File: src/rtl/stage5_write_back_if.sv
// stage5_write_back_if: memory-stage inputs and write-back outputs of the MEM/WB stage
interface stage5_write_back_if #(
    parameter int DATA_WIDTH     = 64,
    parameter int REG_ADDR_WIDTH = 5,
    parameter int CNT_WIDTH      = 32
);
    logic                      in_valid;
    logic                      stall;
    logic                      flush;
    logic [DATA_WIDTH-1:0]     alu_result;
    logic [DATA_WIDTH-1:0]     mem_data;
    logic [REG_ADDR_WIDTH-1:0] rd;
    logic                      regwrite;
    logic                      memtoreg;
    logic                      wb_valid;
    logic                      rf_we;
    logic [REG_ADDR_WIDTH-1:0] rf_waddr;
    logic [DATA_WIDTH-1:0]     rf_wdata;
    logic                      fwd_en;
    logic [CNT_WIDTH-1:0]      retired_count;

    modport master (
        output in_valid, stall, flush, alu_result, mem_data, rd, regwrite, memtoreg,
        input  wb_valid, rf_we, rf_waddr, rf_wdata, fwd_en, retired_count
    );

    modport slave (
        input  in_valid, stall, flush, alu_result, mem_data, rd, regwrite, memtoreg,
        output wb_valid, rf_we, rf_waddr, rf_wdata, fwd_en, retired_count
    );
endinterface

File: src/rtl/stage5_write_back.sv
// stage5_write_back: MEM/WB pipeline register, write-back mux, forwarding tap and retire counter
module stage5_write_back #(
    parameter int DATA_WIDTH     = 64,
    parameter int REG_ADDR_WIDTH = 5,
    parameter int ZERO_REG       = 31,
    parameter int CNT_WIDTH      = 32
) (
    input logic                clk,
    input logic                reset,
    stage5_write_back_if.slave bus
);
    localparam logic [REG_ADDR_WIDTH-1:0] ZR = REG_ADDR_WIDTH'(ZERO_REG);

    logic                      valid_q, regwrite_q, memtoreg_q, written_q;
    logic [REG_ADDR_WIDTH-1:0] rd_q;
    logic [DATA_WIDTH-1:0]     alu_q, mem_q;
    logic [CNT_WIDTH-1:0]      cnt_q;
    logic                      hold, live, we;

    // flush overrides stall, so only a stall without flush really holds the occupant
    assign hold = bus.stall & ~bus.flush;
    assign live = valid_q & regwrite_q & (rd_q != ZR);
    assign we   = live & ~written_q;

    assign bus.wb_valid      = valid_q;
    assign bus.rf_we         = we;
    assign bus.rf_waddr      = rd_q;
    assign bus.rf_wdata      = memtoreg_q ? mem_q : alu_q;
    assign bus.fwd_en        = live;
    assign bus.retired_count = cnt_q;

    always_ff @(posedge clk or posedge reset) begin
        if (reset) begin
            valid_q    <= 1'b0;
            regwrite_q <= 1'b0;
            memtoreg_q <= 1'b0;
            written_q  <= 1'b0;
            rd_q       <= '0;
            alu_q      <= '0;
            mem_q      <= '0;
            cnt_q      <= '0;
        end else begin
            if (valid_q && !hold) cnt_q <= cnt_q + CNT_WIDTH'(1);
            written_q <= hold & (we | written_q);
            if (bus.flush) begin
                valid_q    <= 1'b0;
                regwrite_q <= 1'b0;
                memtoreg_q <= 1'b0;
                rd_q       <= '0;
                alu_q      <= '0;
                mem_q      <= '0;
            end else if (!bus.stall) begin
                valid_q    <= bus.in_valid;
                regwrite_q <= bus.regwrite;
                memtoreg_q <= bus.memtoreg;
                rd_q       <= bus.rd;
                alu_q      <= bus.alu_result;
                mem_q      <= bus.memtoreg ? bus.mem_data : '0;
            end
        end
    end
endmodule

File: src/flat_wrapper.sv
// flat-port wrapper written by rule: the top's interface ports become plain ports
module stage5_write_back_flat 
#(
    parameter int DATA_WIDTH     = 64,
    parameter int REG_ADDR_WIDTH = 5,
    parameter int ZERO_REG       = 31,
    parameter int CNT_WIDTH      = 32
)
  (clk, reset, bus_in_valid, bus_stall, bus_flush, bus_alu_result, bus_mem_data, bus_rd, bus_regwrite, bus_memtoreg, bus_wb_valid, bus_rf_we, bus_rf_waddr, bus_rf_wdata, bus_fwd_en, bus_retired_count);
  stage5_write_back_if #(.DATA_WIDTH(DATA_WIDTH), .REG_ADDR_WIDTH(REG_ADDR_WIDTH), .CNT_WIDTH(CNT_WIDTH)) bus_i ();
  input logic clk;
  input logic reset;
  input wire logic [$bits(bus_i.in_valid)-1:0] bus_in_valid;
  input wire logic [$bits(bus_i.stall)-1:0] bus_stall;
  input wire logic [$bits(bus_i.flush)-1:0] bus_flush;
  input wire logic [$bits(bus_i.alu_result)-1:0] bus_alu_result;
  input wire logic [$bits(bus_i.mem_data)-1:0] bus_mem_data;
  input wire logic [$bits(bus_i.rd)-1:0] bus_rd;
  input wire logic [$bits(bus_i.regwrite)-1:0] bus_regwrite;
  input wire logic [$bits(bus_i.memtoreg)-1:0] bus_memtoreg;
  output wire logic [$bits(bus_i.wb_valid)-1:0] bus_wb_valid;
  output wire logic [$bits(bus_i.rf_we)-1:0] bus_rf_we;
  output wire logic [$bits(bus_i.rf_waddr)-1:0] bus_rf_waddr;
  output wire logic [$bits(bus_i.rf_wdata)-1:0] bus_rf_wdata;
  output wire logic [$bits(bus_i.fwd_en)-1:0] bus_fwd_en;
  output wire logic [$bits(bus_i.retired_count)-1:0] bus_retired_count;
  assign bus_i.in_valid = bus_in_valid;
  assign bus_i.stall = bus_stall;
  assign bus_i.flush = bus_flush;
  assign bus_i.alu_result = bus_alu_result;
  assign bus_i.mem_data = bus_mem_data;
  assign bus_i.rd = bus_rd;
  assign bus_i.regwrite = bus_regwrite;
  assign bus_i.memtoreg = bus_memtoreg;
  assign bus_wb_valid = bus_i.wb_valid;
  assign bus_rf_we = bus_i.rf_we;
  assign bus_rf_waddr = bus_i.rf_waddr;
  assign bus_rf_wdata = bus_i.rf_wdata;
  assign bus_fwd_en = bus_i.fwd_en;
  assign bus_retired_count = bus_i.retired_count;
  stage5_write_back #(.DATA_WIDTH(DATA_WIDTH), .REG_ADDR_WIDTH(REG_ADDR_WIDTH), .ZERO_REG(ZERO_REG), .CNT_WIDTH(CNT_WIDTH)) u_core (.clk(clk), .reset(reset), .bus(bus_i));
endmodule
File: config.mk
export PLATFORM = sky130hd
export DESIGN_NAME = stage5_write_back_flat
export DESIGN_NICKNAME = d
export VERILOG_FILES = /design/src/rtl/stage5_write_back_if.sv /design/src/rtl/stage5_write_back.sv /design/src/flat_wrapper.sv
export SDC_FILE = /design/constraint.sdc
export NUM_CORES = 1
export LEC_CHECK = 0
export ABC_CLOCK_PERIOD_IN_PS = 4300
export BUFFER_PORTS_ARGS = -buffer_cell sky130_fd_sc_hd__buf_2
export CAP_MARGIN = 20
export CELL_PAD_IN_SITES_DETAIL_PLACEMENT = 0
export CELL_PAD_IN_SITES_GLOBAL_PLACEMENT = 1
export CORE_MARGIN = 2
export CORE_UTILIZATION = 36
export CTS_CLUSTER_SIZE = 16
export DETAILED_ROUTE_END_ITERATION = 12
export PLACE_DENSITY = 0.77
export SLEW_MARGIN = 20
export SYNTH_ARGS = -nofsm -noshare
export SYNTH_HDL_FRONTEND = slang
export SYNTH_SLANG_ARGS = --single-unit
File: constraint.sdc
create_clock -name clk -period 4.3 [get_ports clk]
set_input_delay 0 -clock clk [delete_from_list [all_inputs] [get_ports clk]]
set_output_delay 0 -clock clk [all_outputs]
set_load 0.1 [all_outputs]
==> results of run 1 <==
==> report_power, final <==
part	leakage [nW]	switching (mW)	total (mW)	internal, mW
Sequential	2.27	0.0787	1.75	1.67
Combinational	3.09	0.714	1.01	0.291
Clock	0.294	0.718	1.55	0.836
Total	5.65	1.51	4.31	2.80
==> layout by cell type, fill, tap and decap left out, types with 2 or more instances in the layout <==
master / n
mux2_2: 65
clkinvlp_4: 2
dlygate4sd3_1: 136
clkinv_4: 4
inv_8: 7
nand2_1: 19
nand3_1: 8
clkbuf_16: 17
dfrtp_1: 168
and3_2: 5
a22o_1: 64
inv_1: 2
mux2i_1: 71
nor3_4: 2
nor2_1: 87
buf_2: 242
buf_4: 7
and3_1: 2
xor2_1: 11
xnor2_1: 20
nand4_1: 5
==> layout make-up <==
cell class | count | area (um^2) | share of cell area, %
clock inverters | 15 | 176.4 | 1.635
well taps | 270 | 337.8 | 3.132
repair buffers | 386 | 2645 | 24.52
multi-input cells | 372 | 2958 | 27.42
clock buffers | 17 | 425.4 | 3.943
flip-flops and latches | 169 | 4230 | 39.21
inverters | 3 | 15.01 | 0.1392
==> cell families after synthesis <==
family	count (synthesis)	synth area share (%)
xor+xnor	31	3.689
mux	136	19.60
compound gates	66	7.804
flops	169	57.46
buf+inv	41	2.414
simple gates	138	8.858
fa+ha+maj	1	0.1700
==> stage by stage <==
step	std cells	instance area, um^2	hold WS [ns]	power (mW)
2_1_floorplan	582	7363	0.1327	2.489
3_3_place_gp	1064	8825	0.2164	2.688
3_5_place_dp	1064	8825	0.2195	2.693
4_1_cts	1232	10790	0.08259	4.364
5_1_grt	1232	10790	0.1081	4.488
6_report	1232	10790	0.09824	4.311
==> repair_timing <==
action,CTS,global route
hold buffers,136,0
setup buffers,0,0
endpoints found under the hold margin,304,0
resized for setup,0,0
==> path summary, 6_finish.rpt <==
path	from	endpoint	depth (start not counted)	slack [ns]
hold / removal	bus_stall	u_core.alu_q[56]	3	0.1
max in group asynchronous	reset	u_core.bus.retired_count[17]	4	3.15
setup reg to reg	u_core.bus.retired_count[0]	u_core.bus.retired_count[22]	6	2.61
hold reg to reg	u_core.bus.retired_count[31]	u_core.bus.retired_count[31]	1	0.46
setup / recovery	u_core.memtoreg_q	bus_rf_wdata[62]	3	1.73
min in group asynchronous	reset	u_core.bus.retired_count[4]	4	0.34
==> metal layers <==
layer  wire, um  up-vias
li1           -     2791
met1       8942     2912
met2      10050      177
met3        801       35
met4        512        0
met5          0        -
==> worst max-delay path, cell delays in order, from the launching register on <==
cell and delay [ns]:
dfrtp_2 0.93, buf_4 0.51, mux2_2 0.40, buf_2 0.30
==> flip-flops by register name, indices dropped and copies added, names as in the netlist <==
signal                    count
u_core.alu_q                 64
u_core.mem_q                 64
u_core.bus.retired_count     32
u_core.bus.rf_waddr           5
u_core.bus.wb_valid           1
u_core.memtoreg_q             1
u_core.regwrite_q             1
u_core.written_q              1
==> run metrics, run 1 <==
ANT nets after route=0; Worst Tran Pin Value=0.9848 ns; synthesized area per cell=approximately 13 um^2; setup_tns=0 ns; clk sink count=169; Die Span Y=between 100 and 150 um; # setup viols final=0; Detailed Routing Iterations Pass 1=4; final worst slack=1.726 ns; gpl congestion=between 0.8 and 0.9; register area share after synthesis=57.46%; Final Cycle Share=around three fifths; cts bufs inserted=17; Setup Crit Path Kind=reg2out; met2 GRT Util=31.95%; initial antenna violation count=0; total wire length=20.31 mm; number of vias per cell=4.801; Netlist Area Pre-Place=0.007360 mm^2; DP HPWL=12.65 mm; WL/cell=16.49 um; met3 GRT Util=approximately 3.6%; Ant. Diodes=0; first-pass GRT wire length=32.65 mm; post-synth cell types=29; Critical Path Source Type=flip-flop; Final min period=2.574 ns; #FFs+latches synth=169; Layout Skew=about 0.0086 ns; CTS max path bufs=2; Synth area leaders=dfrtp_1, mux2_2, mux2i_1; cell taking the most area after synthesis=dfrtp_1; status=completed; layout cells sized above 1=37.53%; Placeable Area=0.02017 mm^2; Die Area=0.02160 mm^2; Area Growth Syn to Fin=46.58%; Min-Delay Path Class=in2reg; Initial Utilization=36.49%; most numerous cell in the Yosys netlist=dfrtp_1; Hold Vio Cnt, Final=0; CP Data Required Time=approximately 4.3 ns; PortBufs=243; Post-Syn Instances=582; I/O pin count=244; vias in the first global route=6281; met1 Use GR=around a quarter; worst vdd ir=0.2192 mV; Nets=1090; post-place setup slack=between 2 and 2.5 ns; Leakage Power=about 5.7 nW; EDFF count, synth=0; RSZ-0062 raised after global routing=no; synth warn=0; top cell type's share of synthesized area=57.46%; clock-pin slew on the worst setup and hold paths=roughly 0.070 ns; Maximum Capacitance Violations=0; WP data arrival=2.57 ns; Async SR Flop Fraction=100.0%; clock root buffer=clkbuf_16; largest net degree at the start of global routing=170; worst rel slew slack=34.35%; 1st-iter DRT viols=231; GRT Residual Overflow=0; post-synthesis net count=723; Top FF cell, synth=dfrtp_1; fmax=388.5 MHz; Placement Rows=52; power per cell area=399.6 mW/mm^2; synth cell count leaders=dfrtp_1, nor2_1, mux2i_1; crit path max fanout=35; GR peak layer=met2; Final Util=around 53%; chip width=147.0 um; via count=5915; FILL cells=1742; Critical Path End Type=primary output; Final Max Slew Viols=0; CTS HTree Levels=4; Clock Latency Late Sink=roughly 0.42 ns; CTS tree=yes; Total GRT Usage=19.03%; Post-route DRC=0
Note: power is estimated with default switching activity, not from simulation.
==> inputs of run 2 (changes only) <==
--- a/config.mk
+++ b/config.mk
@@ -5,16 +5,16 @@
 export SDC_FILE = /design/constraint.sdc
 export NUM_CORES = 1
 export LEC_CHECK = 0
-export ABC_CLOCK_PERIOD_IN_PS = 4300
+export ABC_CLOCK_PERIOD_IN_PS = 2400
 export BUFFER_PORTS_ARGS = -buffer_cell sky130_fd_sc_hd__buf_2
 export CAP_MARGIN = 20
 export CELL_PAD_IN_SITES_DETAIL_PLACEMENT = 0
 export CELL_PAD_IN_SITES_GLOBAL_PLACEMENT = 1
 export CORE_MARGIN = 2
-export CORE_UTILIZATION = 36
+export CORE_UTILIZATION = 39
 export CTS_CLUSTER_SIZE = 16
 export DETAILED_ROUTE_END_ITERATION = 12
-export PLACE_DENSITY = 0.77
+export PLACE_DENSITY = 0.79
 export SLEW_MARGIN = 20
 export SYNTH_ARGS = -nofsm -noshare
 export SYNTH_HDL_FRONTEND = slang
==> constraint.sdc (replaced) <==
create_clock -name clk -period 2.4 [get_ports clk]
set_input_delay 0 -clock clk [delete_from_list [all_inputs] [get_ports clk]]
set_output_delay 0 -clock clk [all_outputs]
set_load 0.1 [all_outputs]
==> run 2 against run 1 <==
- worst setup slack got worse by 1.2 ns
- global-route usage is 1.8 points higher
- final cell count down 2.3%
- routed wire length increased by 0.61%
- worst hold slack better by 0.026 ns
- clock skew is 0.00083 ns higher
- sequential share of layout area shrank 0.24 points
- total power is 82% higher
- clock power up 85%
- critical endpoint is now bus_rf_we
- largest cell class unchanged
==> run metrics, run 2 (synthesized netlist as in run 1, its figures left out) <==
Placeable Area=0.01858 mm^2 (-7.9%); Placement Rows=50 (-3.8%); Final min period=1.831 ns; vias in the first global route=6365 (+1.3%); switching part of the total=33.69% (-1.4 points); Layout Skew=0.009446 ns (+0.0008281 ns); Die Span Y=141.4 um (-3.8%); FILL cells=1556 (-11%); worst vdd ir=0.4490 mV (+100%); via count=5914 (-0.017%); WL/cell=16.97 um (+2.9%); part of the power in the clock network=36.6% (+0.6 points); fmax=546.1 MHz; WP data arrival=1.83 ns (-0.74 ns); Resized Gates After CTS=0 (unchanged); status=completed; CTS max path bufs=2 (unchanged); commonest cells after routing, fill and taps aside=buf_2, dfrtp_1, dlygate4sd3_1; Area Growth Syn to Fin=47.60%; clk sink count=169 (unchanged); power per cell area=720.9 mW/mm^2 (+80%); initial antenna violation count=0 (unchanged); layout cells sized above 1=38.39% (+0.86 points); Worst path slowest cell=buf_2; Initial Utilization=39.61% (+3.1 points); largest net degree at the start of global routing=111 (-35%); Maximum Capacitance Violations=0 (unchanged); first-pass GRT wire length=32.66 mm (about the same); Critical Path End Type=primary output; CTS HTree Levels=4 (unchanged); ANT nets after route=0 (unchanged); chip width=141.4 um (-3.8%); crit path max fanout=3 (-91%); Total GRT Usage=20.87% (+1.8 points); CP Data Required Time=2.40 ns (-1.90 ns); crit-path cells=and3_1 > a31oi_4 > nor2b_4 > buf_2; Setup Crit Path Kind=reg2out; worst path bufs/invs=1 (-1); Die Area=0.01999 mm^2 (-7.5%); Detailed Routing Iterations Pass 1=5 (+1); I/O pin count=244 (unchanged); RSZ-0062 raised after global routing=no; Logic pwr share=23.6% (+0.3 points); 1st-iter DRT viols=251 (+8.7%); DP HPWL=12.62 mm (-0.21%); Critical Path Source Type=flip-flop; Final Cycle Share=76.30%; PortBufs=243 (unchanged); Leakage Power=5.699 nW (+0.85%); Worst Tran Pin Value=0.8554 ns (-0.1293 ns); Final Util=58.46% (+5.0 points); Post-route DRC=0 (unchanged); Crit path max-delay family=buffers and inverters; total wire length=20.43 mm (+0.61%); cts bufs inserted=17 (unchanged); CTS Hold Buffers Added=137 (+0.74%); Min-Delay Path Class=in2reg; Nets=1097 (+0.64%); Slowest Stage Delay on Critical Path=0.44 ns (-0.49 ns); worst rel slew slack=42.97% (+8.6 points); clock root buffer=clkbuf_16; Final Max Slew Viols=0 (unchanged); Reg power frac=39.8% (-0.8 points); setup_tns=0 ns (unchanged); # setup viols final=0 (unchanged); number of vias per cell=4.912 (+2.3%); internal power=5.193 mW (+85%); multi-input combinational cell area=0.002980 mm^2 (+0.76%); # Post-CTS Setup Buffers=0 (unchanged); GRT Residual Overflow=0 (unchanged); CTS tree=yes; gpl congestion=0.7976 (-5.2%); Hold Vio Cnt, Final=0 (unchanged); Clock Latency Late Sink=0.42 ns (about the same); most common cell after layout, fill and taps aside=buf_2; clock-pin slew on the worst setup and hold paths=0.07 ns (about the same); Sequential cell area=0.004234 mm^2 (about the same); Net Sw Power=2.638 mW (+75%)
## run 2: changes by cell type in the layout (fill, tap and decap cells not counted), moves of 2 or more
cell | before | now
buf_12 | 1 | 3
buf_4 | 7 | 11
bufinv_16 | 1 | 3
clkinv_2 | 0 | 2
dfrtp_1 | 168 | 165
dfrtp_2 | 1 | 4
inv_6 | 1 | 5
inv_8 | 7 | 0
## run 2: path summary, 6_finish.rpt
| check | startpoint | end | slack (ns) | depth (start not counted) |
|---|---|---|---|---|
| min | bus_stall | u_core.mem_q[47] | 0.12 | 4 |
| max | u_core.bus.rf_waddr[2] | bus_rf_we | 0.57 | 4 |
| min reg2reg | u_core.bus.retired_count[9] | u_core.bus.retired_count[9] | 0.49 | 1 |
| max reg2reg | u_core.bus.retired_count[4] | u_core.bus.retired_count[20] | 0.74 | 5 |
| max in group asynchronous | reset | u_core.memtoreg_q | 1.44 | 4 |
| min in group asynchronous | reset | u_core.bus.retired_count[6] | 0.28 | 4 |
## run 2: cell type report
type / count / share of cell area (%)
tap: 234 / 2.695
timing repair buffer: 393 / 25.09
sequential: 169 / 38.98
multi-input combinational: 372 / 27.44
clock buffer: 17 / 3.916
inverter: 3 / 0.1382
antenna: 1 / 0.02304
clock inverter: 15 / 1.728
## run 2: power by group through the flow
stage          Sequential [mW]  Combinational [mW]  Clock [mW]
5_1_grt                   3.14                1.94        3.05
2_1_floorplan             3.49               0.970           0
6_report                  3.12                1.85        2.87
3_5_place_dp              3.17                1.68           0
3_3_place_gp              3.16                1.67           0
4_1_cts                   3.11                1.86        2.95
## run 2: tightest hold or removal path: cells and delay by family
family | cells | cell delay (ns)
AOI/OAI and AO/OA | 1 | 0.17
buffers and inverters | 2 | 0.27
and+or+nand+nor | 1 | 0.06
## run 2: metal layers
layer	up-vias	share of wire, %	wire, um	track usage [%]
met5	-	0	0	0
met4	0	2.5	518	8.316
met3	38	4.7	957	4.354
met2	189	50	10150	35.90
met1	2889	43	8810	25.78
li1	2798	-	-	-
## run 2: metrics by stage
step	setup WS (ns)	cell area (um^2)	total power, mW	hold WS, ns	std cells
after floorplan	0.03284	7390	4.461	0.1327	582
after global placement	0.8161	8876	4.829	0.2168	1034
after detailed placement	0.7260	8876	4.842	0.2196	1034
after CTS	0.5392	10860	7.919	0.1032	1203
after global routing	0.4951	10860	8.130	0.1082	1203
final	0.5688	10860	7.831	0.1241	1204
